$ cat src/rtl/dmem_arbiter.sv
// dmem_arbiter
// ------------
// Shares the single load/store port of the data memory between the core
// load/store unit (port 0) and the DMA/debug loader (port 1). Port 0 has
// fixed priority, and a starvation counter hands port 1 the memory after
// MAX_BURST consecutive port-0 grants that it had to watch.
// Every access passes through GRANT -> ACCESS -> RESP. A new grant may
// overlap RESP, so one access completes every two cycles.
//
// Ports
//   clk, resetn            clock, synchronous active-low reset
//   pN_req/we/size/addr/wdata   request and payload from port N (N = 0,1),
//                          held until pN_gnt
//   pN_gnt                 combinational accept pulse
//   pN_rvalid/rdata/err    registered completion, one cycle
//   mem_memwrite/addr/load_type/store_type/wdata   memory-side controls,
//                          all taken from the capture registers
//   mem_rdata_word         combinational read data from the memory
module dmem_arbiter #(
    parameter int MEM_WORDS = 1024,
    parameter int MAX_BURST = 4
) (
    input  logic        clk,
    input  logic        resetn,

    input  logic        p0_req,
    input  logic        p0_we,
    input  logic [1:0]  p0_size,
    input  logic [31:0] p0_addr,
    input  logic [31:0] p0_wdata,
    output logic        p0_gnt,
    output logic        p0_rvalid,
    output logic [31:0] p0_rdata,
    output logic        p0_err,

    input  logic        p1_req,
    input  logic        p1_we,
    input  logic [1:0]  p1_size,
    input  logic [31:0] p1_addr,
    input  logic [31:0] p1_wdata,
    output logic        p1_gnt,
    output logic        p1_rvalid,
    output logic [31:0] p1_rdata,
    output logic        p1_err,

    output logic        mem_memwrite,
    output logic [31:0] mem_addr,
    output logic [1:0]  mem_load_type,
    output logic [1:0]  mem_store_type,
    output logic [31:0] mem_wdata,
    input  logic [31:0] mem_rdata_word
);

    localparam logic [3:0]  MAX_BURST_C = 4'(MAX_BURST);
    localparam logic [29:0] MEM_WORDS_C = 30'(MEM_WORDS);

    typedef enum logic [1:0] {
        ST_IDLE   = 2'd0,
        ST_ACCESS = 2'd1,
        ST_RESP   = 2'd2
    } state_t;

    // Alignment, size legality and range check of one request.
    function automatic logic access_err(input logic [1:0] size, input logic [31:0] addr);
        logic bad_v;
        case (size)
            2'b00:   bad_v = (addr[1:0] != 2'b00);
            2'b01:   bad_v = addr[0];
            2'b10:   bad_v = 1'b0;
            default: bad_v = 1'b1;
        endcase
        return bad_v | (addr[31:2] >= MEM_WORDS_C);
    endfunction

    state_t      state_r;
    logic [3:0]  starve_cnt_r;
    logic        cap_port_r;
    logic        cap_we_r;
    logic        cap_err_r;
    logic [1:0]  cap_size_r;
    logic [31:0] cap_addr_r;
    logic [31:0] cap_wdata_r;

    logic        may_grant_s;
    logic        p1_turn_s;
    logic        gnt0_s;
    logic        gnt1_s;
    logic        any_gnt_s;
    logic        in_access_s;
    logic        sel_we_s;
    logic [1:0]  sel_size_s;
    logic [31:0] sel_addr_s;
    logic [31:0] sel_wdata_s;
    logic [31:0] rsp_data_s;

    // Arbitration and payload selection for the grant cycle.
    always_comb begin
        // Nothing is accepted while reset is asserted: the grant would be lost.
        may_grant_s = resetn & ((state_r == ST_IDLE) | (state_r == ST_RESP));
        p1_turn_s   = (starve_cnt_r == MAX_BURST_C);
        gnt0_s      = may_grant_s & p0_req & ~(p1_req & p1_turn_s);
        gnt1_s      = may_grant_s & p1_req & (~p0_req | p1_turn_s);
        any_gnt_s   = gnt0_s | gnt1_s;
        if (gnt1_s) begin
            sel_we_s    = p1_we;
            sel_size_s  = p1_size;
            sel_addr_s  = p1_addr;
            sel_wdata_s = p1_wdata;
        end else begin
            sel_we_s    = p0_we;
            sel_size_s  = p0_size;
            sel_addr_s  = p0_addr;
            sel_wdata_s = p0_wdata;
        end
    end

    // Response data: only a good load returns memory contents.
    always_comb begin
        in_access_s = (state_r == ST_ACCESS);
        if (cap_we_r | cap_err_r) begin
            rsp_data_s = 32'h0000_0000;
        end else begin
            rsp_data_s = mem_rdata_word;
        end
    end

    assign p0_gnt         = gnt0_s;
    assign p1_gnt         = gnt1_s;
    assign mem_addr       = cap_addr_r;
    assign mem_load_type  = cap_size_r;
    assign mem_store_type = cap_size_r;
    assign mem_wdata      = cap_wdata_r;
    // resetn in the term keeps a store from committing on the reset edge.
    assign mem_memwrite   = in_access_s & cap_we_r & ~cap_err_r & resetn;

    // Access sequencer: IDLE/RESP grant into ACCESS, ACCESS always to RESP.
    always_ff @(posedge clk) begin
        if (!resetn) begin
            state_r <= ST_IDLE;
        end else begin
            case (state_r)
                ST_IDLE, ST_RESP: begin
                    if (any_gnt_s) begin
                        state_r <= ST_ACCESS;
                    end else begin
                        state_r <= ST_IDLE;
                    end
                end
                ST_ACCESS: state_r <= ST_RESP;
                default:   state_r <= ST_IDLE;
            endcase
        end
    end

    // Capture of the winning request, held until the next grant.
    always_ff @(posedge clk) begin
        if (!resetn) begin
            cap_port_r  <= 1'b0;
            cap_we_r    <= 1'b0;
            cap_err_r   <= 1'b0;
            cap_size_r  <= 2'b00;
            cap_addr_r  <= 32'h0000_0000;
            cap_wdata_r <= 32'h0000_0000;
        end else if (any_gnt_s) begin
            cap_port_r  <= gnt1_s;
            cap_we_r    <= sel_we_s;
            cap_err_r   <= access_err(sel_size_s, sel_addr_s);
            cap_size_r  <= sel_size_s;
            cap_addr_r  <= sel_addr_s;
            cap_wdata_r <= sel_wdata_s;
        end else begin
            cap_port_r  <= cap_port_r;
            cap_we_r    <= cap_we_r;
            cap_err_r   <= cap_err_r;
            cap_size_r  <= cap_size_r;
            cap_addr_r  <= cap_addr_r;
            cap_wdata_r <= cap_wdata_r;
        end
    end

    // Starvation counter: counts port-0 grants that port 1 had to watch.
    // It cannot pass MAX_BURST because port 1 wins once it gets there.
    always_ff @(posedge clk) begin
        if (!resetn) begin
            starve_cnt_r <= 4'd0;
        end else if (gnt1_s) begin
            starve_cnt_r <= 4'd0;
        end else if (gnt0_s) begin
            starve_cnt_r <= p1_req ? (starve_cnt_r + 4'd1) : 4'd0;
        end else begin
            starve_cnt_r <= starve_cnt_r;
        end
    end

    // Registered completion, driven to the captured port during RESP.
    always_ff @(posedge clk) begin
        if (!resetn) begin
            p0_rvalid <= 1'b0;
            p0_err    <= 1'b0;
            p0_rdata  <= 32'h0000_0000;
            p1_rvalid <= 1'b0;
            p1_err    <= 1'b0;
            p1_rdata  <= 32'h0000_0000;
        end else begin
            p0_rvalid <= in_access_s & ~cap_port_r;
            p0_err    <= in_access_s & ~cap_port_r & cap_err_r;
            p0_rdata  <= (in_access_s & ~cap_port_r) ? rsp_data_s : 32'h0000_0000;
            p1_rvalid <= in_access_s & cap_port_r;
            p1_err    <= in_access_s & cap_port_r & cap_err_r;
            p1_rdata  <= (in_access_s & cap_port_r) ? rsp_data_s : 32'h0000_0000;
        end
    end

endmodule

$ cat config.mk
export PLATFORM = sky130hd
export DESIGN_NAME = dmem_arbiter
export DESIGN_NICKNAME = d
export VERILOG_FILES = /design/src/rtl/dmem_arbiter.sv
export SDC_FILE = /design/constraint.sdc
export NUM_CORES = 1
export LEC_CHECK = 0
export ABC_AREA = 1
export CELL_PAD_IN_SITES_DETAIL_PLACEMENT = 1
export CELL_PAD_IN_SITES_GLOBAL_PLACEMENT = 1
export CORE_MARGIN = 2
export CORE_UTILIZATION = 28
export DETAILED_ROUTE_END_ITERATION = 7
export HOLD_SLACK_MARGIN = 0.1
export PLACE_DENSITY_LB_ADDON = 0.1
export SLEW_MARGIN = 20
export SYNTH_ARGS = -nofsm -noshare
export SYNTH_HDL_FRONTEND = slang
export SYNTH_SLANG_ARGS = --single-unit
export TNS_END_PERCENT = 1
$ cat constraint.sdc
create_clock -name clk -period 3.38 [get_ports clk]
set_input_delay 0.338 -clock clk [delete_from_list [all_inputs] [get_ports clk]]
set_output_delay 0.338 -clock clk [all_outputs]
set_load 0.1 [all_outputs]
; ---- After elaboration in Yosys (flattened, before gate mapping)
; Index checks and enable logic that the tools add are counted.
[word_totals]
out_inout_bits = 139
elab_cells = 62
reg_bits = 143
[classes]
reduce_logical = 7
muxes = 11
n_eq_ne = 5
n_addsub = 1
order_cmp = 1
bitwise = 23
[op_table]
columns = operator, count
row1 = $mux W32, 3
row2 = $ge A30 B11 Y1 const B, 1
row3 = $and A1 B1 Y1, 13
row4 = $not A1 Y1, 5
row5 = $or A1 B1 Y1, 5
row6 = $add A4 B1 Y4 const B, 1
row7 = $eq A2 B1 Y1 const B, 2
row8 = $eq A2 B2 Y1 const B, 2
row9 = $eq A4 B3 Y1 const B, 1
row10 = $logic_not A2 Y1, 2
row11 = $mux W1, 4
row12 = $mux W4, 1
row13 = $pmux W2 S2, 1
row14 = $reduce_and A2 Y1, 2
row15 = $reduce_or A2 Y1, 2
row16 = $pmux W1 S3, 1
row17 = $mux W2, 1
row18 = $reduce_bool A2 Y1, 1

; ---- Logic depth before layout (Yosys ltp)
; Gate-level depths: netlist of the first run.
[depth]
word_depth = 11
depth_mapped = 14
ltp_nobuf = 13

; ---- Least setup slack after synthesis of the first run
; Ideal clock, no wire load.
[synth_timing]
path_type = input to output
start = input resetn
end = output mem_memwrite
required_ns = 3.042
t_arrival_ns = 2.634
n_path_buf = 0
stages = 4
path_slack_ns = 0.408
path_cell_list = inv_1 -> nor3_2 -> inv_1 -> nor3_1
[synth_via]
elab_chain_len = 1
[synth_lines]
columns = element, line
row1 = from (decl), 24  ; input logic resetn,
row2 = $and A1 B1 Y1, 134  ; assign mem_memwrite = in_access_s & cap_we_r & ~cap_err_r & resetn;
row3 = to (decl), 46  ; output logic mem_memwrite,
; No other way between the ends.

; ---- Final worst setup path of the first run
[layout_timing]
start = register cap_size_r[1] (netlist: mem_load_type[1])
end = output mem_store_type[1]
[layout_rtl]
columns = element, line
row1 = from (decl), 80  ; logic [1:0] cap_size_r;
row2 = from (signal assigned), 168  ; cap_size_r <= sel_size_s;
row3 = from (signal assigned), 175  ; cap_size_r <= cap_size_r;
row4 = to (decl), 49  ; output logic [1:0] mem_store_type,
; No word-level cell between the ends.

==> results of run 1 <==
layer usage:
layer | share of wire | vias up | GRT usage
met5 | 0 | - | 0
met4 | 0.025 | 0 | 0.07794
met3 | 0.073 | 27 | 0.06426
met2 | 0.48 | 192 | 0.3259
met1 | 0.42 | 2690 | 0.2300
li1 | - | 2942 | -
cell type report:
class / count / share of cell area
clock inverters: 15 / 0.02275
flip-flops and latches: 143 / 0.2991
multi-input cells: 426 / 0.2175
well taps: 265 / 0.03464
repair buffers: 316 / 0.3310
clock buffers: 17 / 0.04444
inverters: 127 / 0.04980
diodes: 3 / 0.0007843
through the flow:
step / worst slack, ns / std cells / cell area, um^2
floorplan: 0.4077 / 747 / 5640
global placement: 1.063 / 1277 / 8916
detailed placement: 1.035 / 1277 / 8921
CTS: 1.029 / 1309 / 9564
global route: 0.9554 / 1312 / 9572
finish: 1.055 / 1312 / 9572
power groups by stage:
stage	Combinational, mW	Sequential (mW)	Clock, mW
finish	1.30	1.81	2.03
global route	1.37	1.82	2.18
CTS	1.31	1.81	2.10
detailed placement	1.31	1.85	0
global placement	1.30	1.85	0
floorplan	0.290	2.42	0
state kept, by name, indices dropped and copies added, names as in the netlist:
name / flops
cap_err_r: 1
p1_rdata: 32
state_r: 2
cap_we_r: 1
mem_addr: 32
starve_cnt_r: 4
p0_rdata: 32
mem_wdata: 32
p0_rvalid: 1
p1_err: 1
p1_rvalid: 1
p0_err: 1
mem_load_type: 2
cap_port_r: 1
cells in the mapped netlist (5+ instances only):
cell,count
nand3b_1,6
a21oi_1,7
o21ai_0,16
nor3_1,65
inv_1,122
buf_2,21
inv_2,5
nand3_1,65
clkbuf_1,24
o211ai_1,54
dfxtp_1,143
nand2_1,160
nor2_1,43
how the worst min path moves through the flow:
stage | endpoint | cells past startpoint | slack, ns
after floorplan | state_r[1] | 1 | 0.40
after global placement | state_r[1] | 1 | 0.40
after detailed placement | state_r[1] | 1 | 0.42
after CTS | state_r[1] | 1 | 0.43
after global routing | state_r[1] | 1 | 0.43
final | state_r[1] | 1 | 0.42
cells by family (layout without fill, tap and decap cells):
| kind of cell | after synthesis | count (layout) |
|---|---|---|
| AOI/OAI and AO/OA | 81 | 81 |
| adders and majority gates | 2 | 2 |
| buffers and inverters | 178 | 475 |
| DFF | 143 | 143 |
| other | 0 | 3 |
| and+or+nand+nor | 343 | 343 |
cell usage in the layout, fill, tap and decap left out, drive strengths merged:
cell           count
a21oi              8
buf               12
bufinv             3
clkbuf            17
clkdlybuf4s50    304
clkinv             5
dfxtp            143
diode              3
ha                 2
inv              134
nand2            161
nand3             65
nand3b             6
nand4              1
nor2              44
nor3              66
o211ai            54
o21ai             19
==> metrics.txt, run 1 <==
outcome=finished, final reports clean; CTS Buf Count=17; HP Start=state_r[1]; CP top delay family=buffers and inverters; Clk network pwr share=0.395; Worst EP required=3.04 ns; full die area=21,300 um^2; Main synth FF type=dfxtp_1; crit path launch type=flop; synthesis-to-finish area growth=69.70%; H-tree depth=4; CORE AREA=19,590 um^2; Layout Skew=0.01250 ns; leak pwr=4.266 nW; Critical Path AT=1.99 ns; Final Net Count=1,203; ys async rst share=0; initial antenna violation count=3; Initial Util=0.2879; Reg clk slew, reported paths=0.06 ns; R2R setup slack=1.18 ns; fin crit share=0.6879; synth warn=0; GPL Wtd Cong=0.7723; DR vias/cell=4.460; Max Clk Rate=0.4301 GHz; Overflow after GRT=0; First-pass DRT Iterations=4; Hold Vio Cnt, Final=0; Combinational Power Share=0.253; largest net degree at the start of global routing=65; boundary pin count=309; Final setup viols=0; Post-synth EDFFs=0; Yosys top cell area share=0.5075; sequential share of the synthesized area=0.5075; TritonCTS Sinks=143; DP HPWL=14.90 mm; Psw=1.775 mW; worst slew pin tran=1.059 ns; crit path to=mem_store_type[1]; setup bufs post-CTS=0; Total Power=5.146 mW; VDD IR max=0.3486 mV; CP max stage delay=1.17 ns; clock buffer depth=2; Net Sw Frac=0.3449; syn_nets=919; CTS root buf=clkbuf_16; global-route wire length before repair=32.93 mm; Internal Power=3.371 mW; Reg2Reg Capture Point=cap_err_r; fill cell count=2,365; R2R cell count=13; critical-path cell list=clkdlybuf4s50_1; FF/Latch Area=2863 um^2; drc violations=0; Synth area leader=dfxtp_1; largest family of logic cells by synthesized area=simple AND/OR/NAND/NOR gates; die width=145.9 um; Synth Area in Adders=0.004437; buffers and inverters on the worst path=1; mux cell area share after synthesis=0; Simple-Gate Fraction of Synth Area=0.2644; Rows=51; R2R Path Start=starve_cnt_r[0]; min-delay worst type=flop to flop; CTS tree=built; Max-slew headroom=0.2919; XOR/XNOR share of the synthesized area=0; Synth area leaders=dfxtp_1 (51%), nand2_1 (11%), inv_1 (8.1%); Post-Synthesis Cell Area=5640 um^2; fin. max-slew vios=0; distinct cell type count after synthesis=24; Post-Route Setup TNS=0 ns; Final Core Density=0.4886; WP depth=1; Setup crit start=mem_load_type[1]; Synth Area in Compound Gates=0.09716; Crit-path slowest cell=clkdlybuf4s50_1; # resized after CTS=0; post-detailed-routing wire length=20.55 mm; area of the multi-input gates=2082 um^2; vias in the first global route=6,018; Post-CTS Hold Buffers=0; antenna viol nets, final=0; Wirelength per Cell=15.67 um; clock latency on the worst-skew pair=0.43 ns; Power per Cell Area=537.6 nW/um^2; Initial DRC Count=147; CP endpoint kind=primary output; final hold slack=0.4221 ns; Syn Inst Count=747; Via Count=5,851; critical setup path kind=flop to primary output; Synth Area per Inst=7.551 um^2; fin crit period=2.325 ns; number of port buffers=308; max cap viols=0; share of cells above drive strength 1=0.05364; DIE HEIGHT=145.9 um; flops & latches, synth=143; RSZ-0062 raised after global routing=no; total track usage=0.1947; Crit Path Max Fanout=3; Seq pwr share=0.352
(Power assumes the default switching activity.)
==> inputs of run 2 (changes only) <==
Settings changed: CORE_UTILIZATION 28 to 26.
Clock period 3.38 ns to 2.16 ns, I/O delays scaled along.
==> metrics.txt, run 2 (same netlist as run 1, synthesis figures left out) <==
critical-path cell list=inv_1 > ha_1 > nand3_1 > nand2_2 > nand2_4 > buf_12 > inv_4 > buf_12 > buf_12 (was clkdlybuf4s50_1); H-tree depth=4 (unchanged); VDD IR max=0.4953 mV (was 0.3486 mV); Worst EP required=1.94 ns (was 3.04 ns); most common cell after layout, fill and taps aside=clkdlybuf4s50_1 (unchanged); Max Clk Rate=0.4990 GHz; die width=151.3 um (was 145.9 um); DP HPWL=15.31 mm (was 14.90 mm); GPL Wtd Cong=0.7825 (was 0.7723); CORE AREA=21,150 um^2 (was 19,590 um^2); fin. max-slew vios=0 (unchanged); Reg clk slew, reported paths=0.06 ns (about the same); Power per Cell Area=838.1 nW/um^2 (was 537.6 nW/um^2); Initial DRC Count=208 (was 147); drc violations=0 (unchanged); Overflow after GRT=0 (unchanged); CTS root buf=clkbuf_16 (unchanged); met2 Use GR=0.3154 (was 0.3259); pre-CTS setup slack=0.09771 ns (was 1.035 ns); leak pwr=4.634 nW (was 4.266 nW); Crit-path slowest cell=dfxtp_2 (was clkdlybuf4s50_1); DR vias/cell=4.401 (was 4.460); CTS tree=built (unchanged); Inserted Diodes=0 (was 3); antenna viol nets, final=0 (unchanged); clock buffer depth=2 (unchanged); vias in the first global route=5,914 (was 6,018); CTS Buf Count=17 (unchanged); global-route wire length before repair=32.10 mm (was 32.93 mm); most frequent CP cell=buf_12; CP endpoint kind=primary output (unchanged); initial antenna violation count=0 (was 3); Initial Util=0.2666 (was 0.2879); Rows=53 (was 51); Via Count=5,867 (was 5,851); fin crit share=0.9279; Critical Path AT=1.79 ns (was 1.99 ns); synthesis-to-finish area growth=68.12% (was 69.70%); Crit Path Max Fanout=11 (was 3); Hold Vio Cnt, Final=0 (unchanged); commonest cells after routing, fill and taps aside=clkdlybuf4s50_1 (168), nand2_1 (157), buf_4 (149) (was clkdlybuf4s50_1 (304), nand2_1 (158), dfxtp_1 (143)); post-detailed-routing wire length=21.16 mm (was 20.55 mm); number of port buffers=308 (unchanged); crit path launch type=flop (unchanged); clock latency on the worst-skew pair=0.42 ns (was 0.43 ns); worst slew pin tran=0.6249 ns (was 1.059 ns); CP max stage delay=0.34 ns (was 1.17 ns); Final Net Count=1,217 (was 1,203); Wirelength per Cell=15.87 um (was 15.67 um); Post-CTS Hold Buffers=0 (unchanged); Final Core Density=0.4483 (was 0.4886); First-pass DRT Iterations=4 (unchanged); met1 Track Usage GR=0.2176 (was 0.2300); setup ws final=0.1558 ns (was 1.055 ns); outcome=finished, final reports clean (unchanged); Post-Route Setup TNS=0 ns (unchanged); DIE HEIGHT=151.3 um (was 145.9 um); Max-slew headroom=0.5828 (was 0.2919); share of cells above drive strength 1=0.1975 (was 0.05364); fin crit period=2.004 ns; buffers and inverters on the worst path=5 (was 1); full die area=22,890 um^2 (was 21,300 um^2); DP Cell Count=1,296 (was 1,277); boundary pin count=309 (unchanged); GRT busiest layer=met2 (unchanged); min-delay worst type=input port to flop (was flop to flop); max cap viols=0 (unchanged); TritonCTS Sinks=143 (unchanged); non-filler cells, final=1,333 (was 1,312); met3 Usage GRT=0.05512 (was 0.06426); RSZ-0062 raised after global routing=no (unchanged); critical setup path kind=flop to primary output (unchanged); fill cell count=2,586 (was 2,365); Total Power=7.947 mW (was 5.146 mW); largest net degree at the start of global routing=62 (was 65); Final setup viols=0 (unchanged); Layout Skew=0.01150 ns (was 0.01250 ns); total track usage=0.1825 (was 0.1947); CP top delay family=buffers and inverters (unchanged)
## run 2: cell count changes in the layout (fill, tap and decap cells not counted), sizes merged
| cell | before | now |
|---|---|---|
| bufbuf | 0 | 3 |
| buf | 12 | 159 |
| clkinvlp | 0 | 3 |
| bufinv | 3 | 2 |
| inv | 134 | 133 |
| clkdlybuf4s50 | 304 | 168 |
| diode | 3 | 0 |
| clkinv | 5 | 4 |
## run 2: power breakdown
| group | internal [mW] | switching, mW | total (mW) |
|---|---|---|---|
| clock network | 1.76 | 1.30 | 3.06 |
| logic | 0.627 | 1.42 | 2.05 |
| registers | 2.77 | 0.0713 | 2.84 |
## run 2: path summary, 6_finish.rpt
kind | slack (ns) | cells after the start | start | to
max reg2reg | 0.21 | 14 | starve_cnt_r[0] | cap_err_r
min | 0.12 | 3 | resetn | state_r[1]
min reg2reg | 0.42 | 1 | state_r[1] | state_r[1]
max | 0.16 | 9 | starve_cnt_r[0] | p1_gnt
## run 2: tightest hold or removal path: stages
cell,delay (ns)
buf_2,0.13
inv_1,0.08
nor3_2,0.05
## run 2: layer usage
layer	share of wire	wire length [um]
met3	0.074	1563
met4	0.015	316
met5	0	0
met2	0.49	10350
met1	0.42	8927
## run 2: cell type report
class	instances	area, um^2	area share
clock buffers	17	425.4	0.04486
clock inverters	15	197.7	0.02085
inverters	127	479.2	0.05053
multi-input cells	426	2090	0.2203
flip-flops and latches	143	2864	0.3020
well taps	275	344.1	0.03628
repair buffers	330	3083	0.3251
## run 2: repair_timing
action	CTS	global route
setup buffers	2	0
gates cloned	3	0
setup endpoints to repair	1	2
pin swaps	1	0
resized for setup	2	2
## run 2: through the flow
stage / cell area, um^2 / hold WS (ns)
final: 9483 / 0.1160
after global routing: 9483 / 0.1359
after floorplan: 5645 / 0.3591
after detailed placement: 8736 / 0.4075
after global placement: 8736 / 0.4097
after CTS: 9478 / 0.1034
